### src/rtl/pad_scan_ctrl_if.sv
// Joypad types and the CPU/HMI-side bundle of pad_scan_ctrl.
// master drives requests and the HMI snapshot; slave is the controller.
package pad_scan_pkg;
  typedef struct packed {
    logic [6:1] b;
    logic       select;
    logic       run;
    logic       u;
    logic       r;
    logic       d;
    logic       l;
    logic       mode1;
    logic       mode2;
  } joypad_t;

  typedef struct packed {
    joypad_t jp1;
    joypad_t jp2;
  } hmi_t;
endpackage

interface pad_scan_ctrl_if;
  import pad_scan_pkg::*;

  hmi_t        hmi;
  logic        trig;
  logic        port;
  logic        auto_en;
  logic        irq_clr;
  logic        busy;
  logic        done;
  logic [31:0] data;
  logic        dport;
  logic        irq;

  modport master (
    output hmi, trig, port, auto_en, irq_clr,
    input  busy, done, data, dport, irq
  );

  modport slave (
    input  hmi, trig, port, auto_en, irq_clr,
    output busy, done, data, dport, irq
  );
endinterface

### src/rtl/pad_scan_ctrl.sv
// Joypad serial-link emulator: latches one pad, shifts a 32-bit frame at DIV clocks/bit.
// Optional auto-scan is compiled in with macro PAD_SCAN_AUTO_EN.
module pad_scan_ctrl #(
  parameter int DIV      = 16,
  parameter int AUTO_GAP = 1024
) (
  input  logic            clk,
  input  logic            res_n,
  pad_scan_ctrl_if.slave  bus
);
  import pad_scan_pkg::*;

  localparam int DW = (DIV > 2) ? $clog2(DIV) : 1;

  typedef enum logic [1:0] {S_IDLE, S_LATCH, S_SHIFT, S_FIN} state_t;

  state_t          state_reg;
  logic [31:0]     tx_reg;
  logic [31:0]     rx_reg;
  logic [DW-1:0]   div_cnt_reg;
  logic [4:0]      bit_cnt_reg;
  logic            port_reg;
  logic            busy_reg;
  logic            done_reg;
  logic [31:0]     data_reg;
  logic            dport_reg;
  logic            irq_reg;

  logic            start_trig;
  logic            start_port;
  joypad_t         sel_pad;
  logic [31:0]     frame;

  assign sel_pad = port_reg ? bus.hmi.jp2 : bus.hmi.jp1;
  assign frame   = {4'hF, 13'b0, sel_pad.mode2, 1'b0, sel_pad.mode1,
                    sel_pad.l, sel_pad.d, sel_pad.r, sel_pad.u,
                    sel_pad.run, sel_pad.select, sel_pad.b};

`ifdef PAD_SCAN_AUTO_EN
  localparam int GW = (AUTO_GAP > 1) ? $clog2(AUTO_GAP + 1) : 1;

  logic [GW-1:0] gap_cnt_reg;
  logic          auto_port_reg;

  always_comb begin
    start_trig = 1'b0;
    start_port = bus.port;
    if (state_reg == S_IDLE) begin
      if (bus.trig) begin
        start_trig = 1'b1;
      end else if (bus.auto_en && gap_cnt_reg == GW'(AUTO_GAP - 1)) begin
        start_trig = 1'b1;
        start_port = auto_port_reg;
      end
    end
  end

  // Gap counts consecutive idle cycles with AUTO high; any start restarts it.
  always_ff @(posedge clk) begin
    if (!res_n) begin
      gap_cnt_reg   <= '0;
      auto_port_reg <= 1'b0;
    end else begin
      if (!bus.auto_en || state_reg != S_IDLE || start_trig)
        gap_cnt_reg <= '0;
      else
        gap_cnt_reg <= gap_cnt_reg + 1'b1;

      if (!bus.auto_en)
        auto_port_reg <= 1'b0;
      else if (start_trig && !bus.trig)
        auto_port_reg <= ~auto_port_reg;
    end
  end
`else
  logic unused_auto;
  assign unused_auto = bus.auto_en ^ (AUTO_GAP == 0);

  always_comb begin
    start_trig = (state_reg == S_IDLE) && bus.trig;
    start_port = bus.port;
  end
`endif

  always_ff @(posedge clk) begin
    if (!res_n) begin
      state_reg   <= S_IDLE;
      tx_reg      <= '0;
      rx_reg      <= '0;
      div_cnt_reg <= '0;
      bit_cnt_reg <= '0;
      port_reg    <= 1'b0;
      busy_reg    <= 1'b0;
      done_reg    <= 1'b0;
      data_reg    <= '0;
      dport_reg   <= 1'b0;
      irq_reg     <= 1'b0;
    end else begin
      done_reg <= 1'b0;
      if (bus.irq_clr)
        irq_reg <= 1'b0;

      case (state_reg)
        S_IDLE: begin
          if (start_trig) begin
            state_reg <= S_LATCH;
            port_reg  <= start_port;
            busy_reg  <= 1'b1;
          end
        end
        S_LATCH: begin
          tx_reg      <= frame;
          div_cnt_reg <= '0;
          bit_cnt_reg <= '0;
          state_reg   <= S_SHIFT;
        end
        S_SHIFT: begin
          if (div_cnt_reg == DW'(DIV - 1)) begin
            div_cnt_reg <= '0;
            rx_reg      <= {tx_reg[0], rx_reg[31:1]};
            tx_reg      <= tx_reg >> 1;
            bit_cnt_reg <= bit_cnt_reg + 1'b1;
            // Last bit: publish the completed word so it is visible in FIN.
            if (bit_cnt_reg == 5'd31) begin
              state_reg <= S_FIN;
              data_reg  <= {tx_reg[0], rx_reg[31:1]};
              dport_reg <= port_reg;
              done_reg  <= 1'b1;
              irq_reg   <= 1'b1;
              busy_reg  <= 1'b0;
            end
          end else begin
            div_cnt_reg <= div_cnt_reg + 1'b1;
          end
        end
        S_FIN: begin
          state_reg <= S_IDLE;
          irq_reg   <= 1'b1;
        end
        default: state_reg <= S_IDLE;
      endcase
    end
  end

  assign bus.busy  = busy_reg;
  assign bus.done  = done_reg;
  assign bus.data  = data_reg;
  assign bus.dport = dport_reg;
  assign bus.irq   = irq_reg;
endmodule

### src/flat_wrapper.sv
// flat-port wrapper written by rule: the top's interface ports become plain ports
module pad_scan_ctrl_flat import pad_scan_pkg::*;
#(
  parameter int DIV      = 16,
  parameter int AUTO_GAP = 1024
)
  (clk, res_n, bus_hmi, bus_trig, bus_port, bus_auto_en, bus_irq_clr, bus_busy, bus_done, bus_data, bus_dport, bus_irq);
  pad_scan_ctrl_if bus_i ();
  input  logic clk;
  input  logic res_n;
  input wire logic [$bits(bus_i.hmi)-1:0] bus_hmi;
  input wire logic [$bits(bus_i.trig)-1:0] bus_trig;
  input wire logic [$bits(bus_i.port)-1:0] bus_port;
  input wire logic [$bits(bus_i.auto_en)-1:0] bus_auto_en;
  input wire logic [$bits(bus_i.irq_clr)-1:0] bus_irq_clr;
  output wire logic [$bits(bus_i.busy)-1:0] bus_busy;
  output wire logic [$bits(bus_i.done)-1:0] bus_done;
  output wire logic [$bits(bus_i.data)-1:0] bus_data;
  output wire logic [$bits(bus_i.dport)-1:0] bus_dport;
  output wire logic [$bits(bus_i.irq)-1:0] bus_irq;
  assign bus_i.hmi = bus_hmi;
  assign bus_i.trig = bus_trig;
  assign bus_i.port = bus_port;
  assign bus_i.auto_en = bus_auto_en;
  assign bus_i.irq_clr = bus_irq_clr;
  assign bus_busy = bus_i.busy;
  assign bus_done = bus_i.done;
  assign bus_data = bus_i.data;
  assign bus_dport = bus_i.dport;
  assign bus_irq = bus_i.irq;
  pad_scan_ctrl #(.DIV(DIV), .AUTO_GAP(AUTO_GAP)) u_core (.clk(clk), .res_n(res_n), .bus(bus_i));
endmodule
### config.mk
export PLATFORM = sky130hd
export DESIGN_NAME = pad_scan_ctrl_flat
export DESIGN_NICKNAME = d
export VERILOG_FILES = /design/src/rtl/pad_scan_ctrl_if.sv /design/src/rtl/pad_scan_ctrl.sv /design/src/flat_wrapper.sv
export SDC_FILE = /design/constraint.sdc
export NUM_CORES = 1
export LEC_CHECK = 0
export CORE_UTILIZATION = 30
export DETAILED_ROUTE_END_ITERATION = 8
export GPL_ROUTABILITY_DRIVEN = 1
export PLACE_DENSITY = 0.61
export REMOVE_ABC_BUFFERS = 1
export SYNTH_ARGS = -nofsm -noshare
export SYNTH_HDL_FRONTEND = slang
export SYNTH_SLANG_ARGS = --single-unit
### constraint.sdc
create_clock -name clk -period 2.1 [get_ports clk]
set_clock_uncertainty 0.2 [all_clocks]
set_input_delay 0.315 -clock clk [delete_from_list [all_inputs] [get_ports clk]]
set_output_delay 0.315 -clock clk [all_outputs]
set_load 0.03 [all_outputs]
Word level (Yosys, flattened, before mapping). Cells that the tools add are included. W data, S select, Z words.

Bits in registers: 112. Input port bits: 34. Output and inout bits: 36. Word-level logic and storage cells: 52.

Reductions and logical operators: 11. Add/subtract/negate cells: 2. Eq/ne operators: 8. Muxes and demuxes: 20.

Operators with widths (count): $pmux W32 S2 (1); $mux W32 (1); $mux W14 (1); $pmux W5 S2 (1); $reduce_and A3 Y1 (3); $pmux W2 S4 (1); $pmux W4 S2 (1); $mux W1 (7); $mux W2 (3); $ne A2 B1 Y1 const B (3); $reduce_and A2 Y1 (3); $add A5 B1 Y5 const B (1); $eq A5 B5 Y1 const B (1); $mux W5 (1); $add A4 B1 Y4 const B (1); $eq A2 B2 Y1 const B (2); $eq A4 B4 Y1 const B (1); $mux W4 (1); $pmux W1 S2 (2); $reduce_and A4 Y1 (1); $reduce_bool A2 Y1 (2); $eq A2 B1 Y1 const B (1); $logic_not A2 Y1 (1); $logic_and A1 B1 Y1 (1).

Depth between registers and ports, before layout. Gate-level depths: netlist of run 1.

Word-level depth: 4. Mapped depth: 8. Depth with buffers taken out: 6.

Worst setup path before layout of run 1. No wires, ideal clock.

Kind: reg-to-reg. From: register u_core.bit_cnt_reg[0]. To: register u_core.data_reg[30], in the netlist u_core.bus.data[30]. Arrival time: 1575 ps. Period minus slack after synthesis: 1907 ps. Required time: 1768 ps. Setup slack: 193 ps. Library setup time: 132 ps. Stages on the path, launching flop included: 9. Cell sequence: dfxtp_1 > ha_1 > and3_1 > ha_1 > clkbuf_1 > inv_1 > clkbuf_1 > o21ai_0 > a21oi_1.

Cells in the longest elaborated chain, start to end: 2.

Ends and longest elaborated chain: start, declared (RTL line pad_scan_ctrl.sv:21) `logic [4:0] bit_cnt_reg;`; start signal, assigned (RTL line pad_scan_ctrl.sv:122) `bit_cnt_reg <= bit_cnt_reg + 1'b1;`; $eq A5 B5 Y1 (RTL line pad_scan_ctrl.sv:124) `if (bit_cnt_reg == 5'd31) begin`; $reduce_and A3 Y1 (no source line); end signal, assigned (RTL line pad_scan_ctrl.sv:126) `data_reg <= {tx_reg[0], rx_reg[31:1]};`; end, declared (RTL line pad_scan_ctrl.sv:25) `logic [31:0] data_reg;`.

Every way passes these cells. A chain may end at the register's enable or synchronous reset.

Worst setup path in the final report of run 1.
From: register u_core.data_reg[22], in the netlist u_core.bus.data[22]. To: output bus_data[22].

RTL lines: end, declared (RTL line flat_wrapper.sv:18) `output wire logic [$bits(bus_i.data)-1:0] bus_data;`.

No word-level cell between the ends.

==> results of run 1 <==
logic make-up (layout without fill, tap and decap cells):
family,Yosys count,count (layout),share of synthesized area [%]
AO/OA/AOI/OAI,151,151,18.4
XOR/XNOR,2,2,0.391
multiplexers,28,28,6.65
buffers and inverters,55,109,5.78
flip-flops,111,111,49.6
adder cells (fa/ha/maj),8,8,2.23
AND/OR/NAND/NOR,172,172,17.0
report_power, final:
group / total (mW) / switching, mW / internal, mW
clock network: 1.86 / 0.773 / 1.08
registers: 2.32 / 0.0839 / 2.24
logic: 0.940 / 0.503 / 0.438
synth_stat cells:
master,count
a31oi_1,1
nand3_1,55
inv_2,1
o21ai_0,34
nor2_1,3
a21boi_0,1
dfxtp_1,111
nor2b_1,2
nand4b_1,1
and4_1,1
buf_2,15
nor3_1,2
a21oi_1,90
and4b_1,1
nand4_1,4
buf_1,1
o22ai_1,14
mux2_2,14
nand2_1,98
and3_1,1
mux2i_1,14
inv_1,7
o21a_1,1
o221a_2,3
xnor2_1,1
clkbuf_1,23
a311oi_1,2
or3_1,1
nand2b_1,3
buf_4,7
a41oi_1,2
o211ai_1,2
ha_1,8
xor2_1,1
buf_6,1
o21ai_2,1
metrics by stage:
step	total power, mW	setup TNS (ps)	util, %
after floorplan	2.97	-141030	-
after global placement	3.28	0	36.9
after detailed placement	3.31	0	36.9
after CTS	5.19	0	39.1
after global routing	5.38	0	39.1
final	5.12	0	39.1
routing by layer:
layer  GRT usage (%)  up-vias  share of wire [%]  routed length, microns
li1                -     1934                  -                       -
met1            15.6     1782                 45                    4390
met2            23.2       58                 50                    4840
met3            3.07       10                3.2                     307
met4            5.13        0                1.4                     139
met5               0        -                  0                       0
tightest hold or removal path, stage by stage (launching register included):
cell,delay (ps)
dfxtp_1,310
nand2_1,50
a21oi_1,50
layout make-up:
type | instances | share of cell area, %
Sequential cell | 111 | 39.1
Multi-Input combinational cell | 361 | 35.2
Timing Repair Buffer | 86 | 15.4
Clock buffer | 10 | 4.20
Tap cell | 184 | 4.05
Clock inverter | 5 | 1.54
Inverter | 8 | 0.528
worst paths after layout:
check,slack [ps],to,cells past startpoint,startpoint
worst max-delay path,190,bus_data[22],1,u_core.bus.data[22]
worst min-delay path,250,u_core.tx_reg[26],2,u_core.tx_reg[27]
worst max register to register,200,u_core.bus.data[5],7,u_core.bit_cnt_reg[0]
worst min register to register,250,u_core.tx_reg[26],2,u_core.tx_reg[27]
==> impl_metrics.yaml, run 1 <==
run_status:
  status: "completed"
flow_run:
  cap_violations: 0
sta:
  setup_slack_ps: 186
  max_freq_mhz: 523
  relSlewSlack_pct: 76.3
  tightestPinTransition_ps: 355
  setup_viol: 0
  rsz0062_at_grt: "no"
  finalHoldViolations: 0
  period_needed_ps: 1910
  min_period_over_period_pct: 91.1
  finalMaxSlewViolations: 0
  fin_hold_ws_ps: 250
cts:
  cts_tree: "built"
  clock_latency_ps: 350
  cts_buffers: 9
  clk_path_buf_depth: 2
  cts.sinks: 111
  clockRootBuffer: "clkbuf_16"
  clk_pin_slew_ps: 70
  cts_resized: 0
  hold_buffers: 0
  htree_levels: 3
  post-cts-setup-buffers: 0
pwr:
  p_per_area_nw_per_um2: 900
  vdd_ir_drop_max_mv: 0.458
  power.leakage_nw: 1.96
yosys:
  avgSynthCellArea_sq_um: 8.50
  yosys_warnings: 0
  ys_seq_area_share_pct: 49.6
  synth_top_area_share_pct: 49.6
  ys_ff_latch: 111
  synth_top_area_cell: "dfxtp_1"
  synth_cell_types: 36
  synthCells: 527
  netlist_top_cells_area: "dfxtp_1 (50%), a21oi_1 (10%), nand2_1 (8.2%)"
  syn_area_sq_um: 4480
worst_setup_path:
  cp.required_ps: 1580
  crit_path_end_kind: "primary output"
  arrival_ps: 1400
  crit_fanout: 2
  cp-start-kind: "flop"
  path_cells: "clkdlybuf4s50_1"
  path_delay_family: "buffers and inverters"
  critPathKind: "flop to primary output"
  cp_slowest_stage_delay_ps: 680
  crit_buf_inv: 1
  slowest_stage: "clkdlybuf4s50_1"
cells_and_area:
  drive_above_1_share_pct: 9.47
  antenna_cells: 0
  syn_to_final_growth_pct: 27.0
  nets: 619
  final_area_sq_um: 5690
  fillers: 1489
  final_cell_mix: "dfxtp_1 (111), nand2_1 (98), a21oi_1 (90)"
  seqCellArea_sq_um: 2220
  final_common_cell: "dfxtp_1"
  multi_input_area_sq_um: 2000
  finalNonFillerCells: 765
global_routing:
  antenna_found_initial: 0
  track_usage_pct: 13.3
  grt_pass1_wl_microns: 16200
  grt_pass1_vias: 3535
  globalRouteOverflowTotal: 0
  grt_max_degree: 64
floorplan:
  start_util_pct: 30.8
  rows: 44
  core_region_area_sq_um: 14500
  die_h_microns: 124
  die_w_microns: 124
  io_pins: 70
  dieArea_sq_um: 15400
routing:
  first_pass_iters: 4
  ant_nets: 0
  vias: 3784
  totalWireLength_microns: 9680
  drtIter0Drc: 248
  post_drt_wl_per_cell_microns: 12.6
  via_per_inst: 4.95
  drc: 0
min_path:
  hp-class: "flop to flop"
placed_design:
  dp.cells: 750
  place.gp.congestion: 0.725
  pre_cts_ws_ps: 72.5
  dpl-instance-area_sq_um: 5360
  dpl.hpwl_microns: 6280
  io_buffers: 68
Power figures use the tool's default switching activity.
==> run 2: changes to the inputs <==
--- a/config.mk
+++ b/config.mk
@@ -9,7 +9,9 @@
 export DETAILED_ROUTE_END_ITERATION = 8
 export GPL_ROUTABILITY_DRIVEN = 1
 export PLACE_DENSITY = 0.61
+export RECOVER_POWER = 25
 export REMOVE_ABC_BUFFERS = 1
+export SLEW_MARGIN = 20
 export SYNTH_ARGS = -nofsm -noshare
 export SYNTH_HDL_FRONTEND = slang
 export SYNTH_SLANG_ARGS = --single-unit
==> run 2 against run 1 <==
Effect of this change:
- clock power is essentially flat
- non-clock buffer count unchanged
- fmax is 1.2% lower
- cell area about the same
- final cell count did not move
- critical path depth unchanged
- power down 0.18%
- sequential power hardly changed
- critical path type unchanged
==> impl_metrics.yaml, run 2 (synthesis gave the netlist of run 1 again) <==
placed_design:
  place.gp.congestion: 0.725
  io_buffers: 68
  dp.cells: 750
  dpl.hpwl_microns: 6280
  dpl-instance-area_sq_um: 5360
cells_and_area:
  final_common_cell: "dfxtp_1"
  finalNonFillerCells: 765
  antenna_cells: 0
  drive_above_1_share_pct: 9.29
  utilization_pct: 39.1
  final_cell_mix: "dfxtp_1 (111), nand2_1 (98), a21oi_1 (90)"
  syn_to_final_growth_pct: 27.0
  final_area_sq_um: 5690
  nets: 619
pwr:
  p_per_area_nw_per_um2: 899
  power_mw: 5.11
  switching_power_mw: 1.36
  p_sw_share_pct: 26.6
  clkPwrFrac_pct: 36.3
  pwr-share-seq_pct: 45.4
  power.leakage_nw: 1.98
  p_comb_share_pct: 18.2
  p_int_mw: 3.75
  vdd_ir_drop_max_mv: 0.457
cts:
  cts_resized: 0
  cts.sinks: 111
  hold_buffers: 0
  cts_tree: "built"
  clk_pin_slew_ps: 70
  post-cts-setup-buffers: 0
  clockRootBuffer: "clkbuf_16"
  clock_latency_ps: 350
  htree_levels: 3
  clk_path_buf_depth: 2
  cts_buffers: 9
worst_setup_path:
  slowest_stage: "dlygate4sd3_1"
  r2r_slack_ps: 180
  setup.worst_path.end: "bus_irq"
  crit_fanout: 2
  r2r_end: "u_core.bit_cnt_reg[2]"
  rr_worst_depth: 7
  arrival_ps: 1420
  crit_path_end_kind: "primary output"
  path_cells: "dlygate4sd3_1"
  critPathKind: "flop to primary output"
  path_delay_family: "buffers and inverters"
  crit_start: "u_core.bus.irq"
  cp_slowest_stage_delay_ps: 740
  crit_cells: 1
  worstReg2RegStart: "u_core.state_reg[0]"
  crit_buf_inv: 1
  cp.required_ps: 1580
  cp-start-kind: "flop"
flow_run:
  cap_violations: 0
floorplan:
  die_w_microns: 124
  rows: 44
  io_pins: 70
  dieArea_sq_um: 15400
  die_h_microns: 124
  core_region_area_sq_um: 14500
  start_util_pct: 30.8
min_path:
  hp-class: "flop to flop"
routing:
  drc: 0
  via_per_inst: 4.94
  totalWireLength_microns: 9690
  post_drt_wl_per_cell_microns: 12.7
  first_pass_iters: 4
  drtIter0Drc: 250
  ant_nets: 0
  vias: 3782
sta:
  tightestPinTransition_ps: 370
  min_period_over_period_pct: 92.3
  rsz0062_at_grt: "no"
  finalMaxSlewViolations: 0
  setup_tns_ps: 0
  finalHoldViolations: 0
  setup_viol: 0
  max_freq_mhz: 516
  period_needed_ps: 1940
  relSlewSlack_pct: 75.3
global_routing:
  track_usage_pct: 13.3
  globalRouteOverflowTotal: 0
  grt_pass1_wl_microns: 16200
  grt_max_degree: 64
  antenna_found_initial: 0
  grt_pass1_vias: 3535
run_status:
  status: "completed"
## run 2: cell types whose count changed in the layout (fill, tap and decap cells not counted)
cell,previous run,this run
clkdlybuf4s50_1,68,61
inv_1,6,7
clkbuf_2,0,1
inv_2,2,1
dlygate4sd3_1,0,7
buf_4,13,12
## run 2: area by class of cell
cell class | count | area, sq um
clock buffers | 10 | 239
well taps | 184 | 230
repair buffers | 86 | 876
inverters | 8 | 30.0
multi-input cells | 361 | 2000
fillers | 1489 | 8850
clock inverters | 5 | 87.6
flip-flops and latches | 111 | 2220
## run 2: how the worst min path moves through the flow
| stage | from | to | slack, ps | cells after the start |
|---|---|---|---|---|
| after floorplan | u_core.tx_reg[28] | u_core.tx_reg[27] | 230 | 2 |
| after global placement | u_core.tx_reg[24] | u_core.tx_reg[23] | 240 | 2 |
| after detailed placement | u_core.tx_reg[20] | u_core.tx_reg[19] | 250 | 2 |
| after CTS | u_core.tx_reg[20] | u_core.tx_reg[19] | 260 | 2 |
| after global routing | u_core.tx_reg[20] | u_core.tx_reg[19] | 270 | 2 |
| final | u_core.tx_reg[27] | u_core.tx_reg[26] | 250 | 2 |
## run 2: per-stage QoR
stage,setup slack [ps],hold WS (ps)
2_1_floorplan,-1910,232
3_3_place_gp,157,237
3_5_place_dp,72.5,245
4_1_cts,67.4,256
5_1_grt,31.6,266
6_report,163,250
## run 2: per-layer routing
metal / up-vias / share of wire (%) / track usage, %
met5: - / 0 / 0
met4: 0 / 1.4 / 5.13
met3: 10 / 3.0 / 3.07
met2: 57 / 50 / 23.2
met1: 1781 / 46 / 15.6
li1: 1934 / - / -
## run 2: power groups by stage
stage	Clock, mW	Sequential, mW	Combinational (mW)
global placement	0	2.36	0.915
detailed placement	0	2.37	0.943
finish	1.86	2.32	0.932
global route	2.00	2.33	1.03
CTS	1.92	2.32	0.948
floorplan	0	2.37	0.601
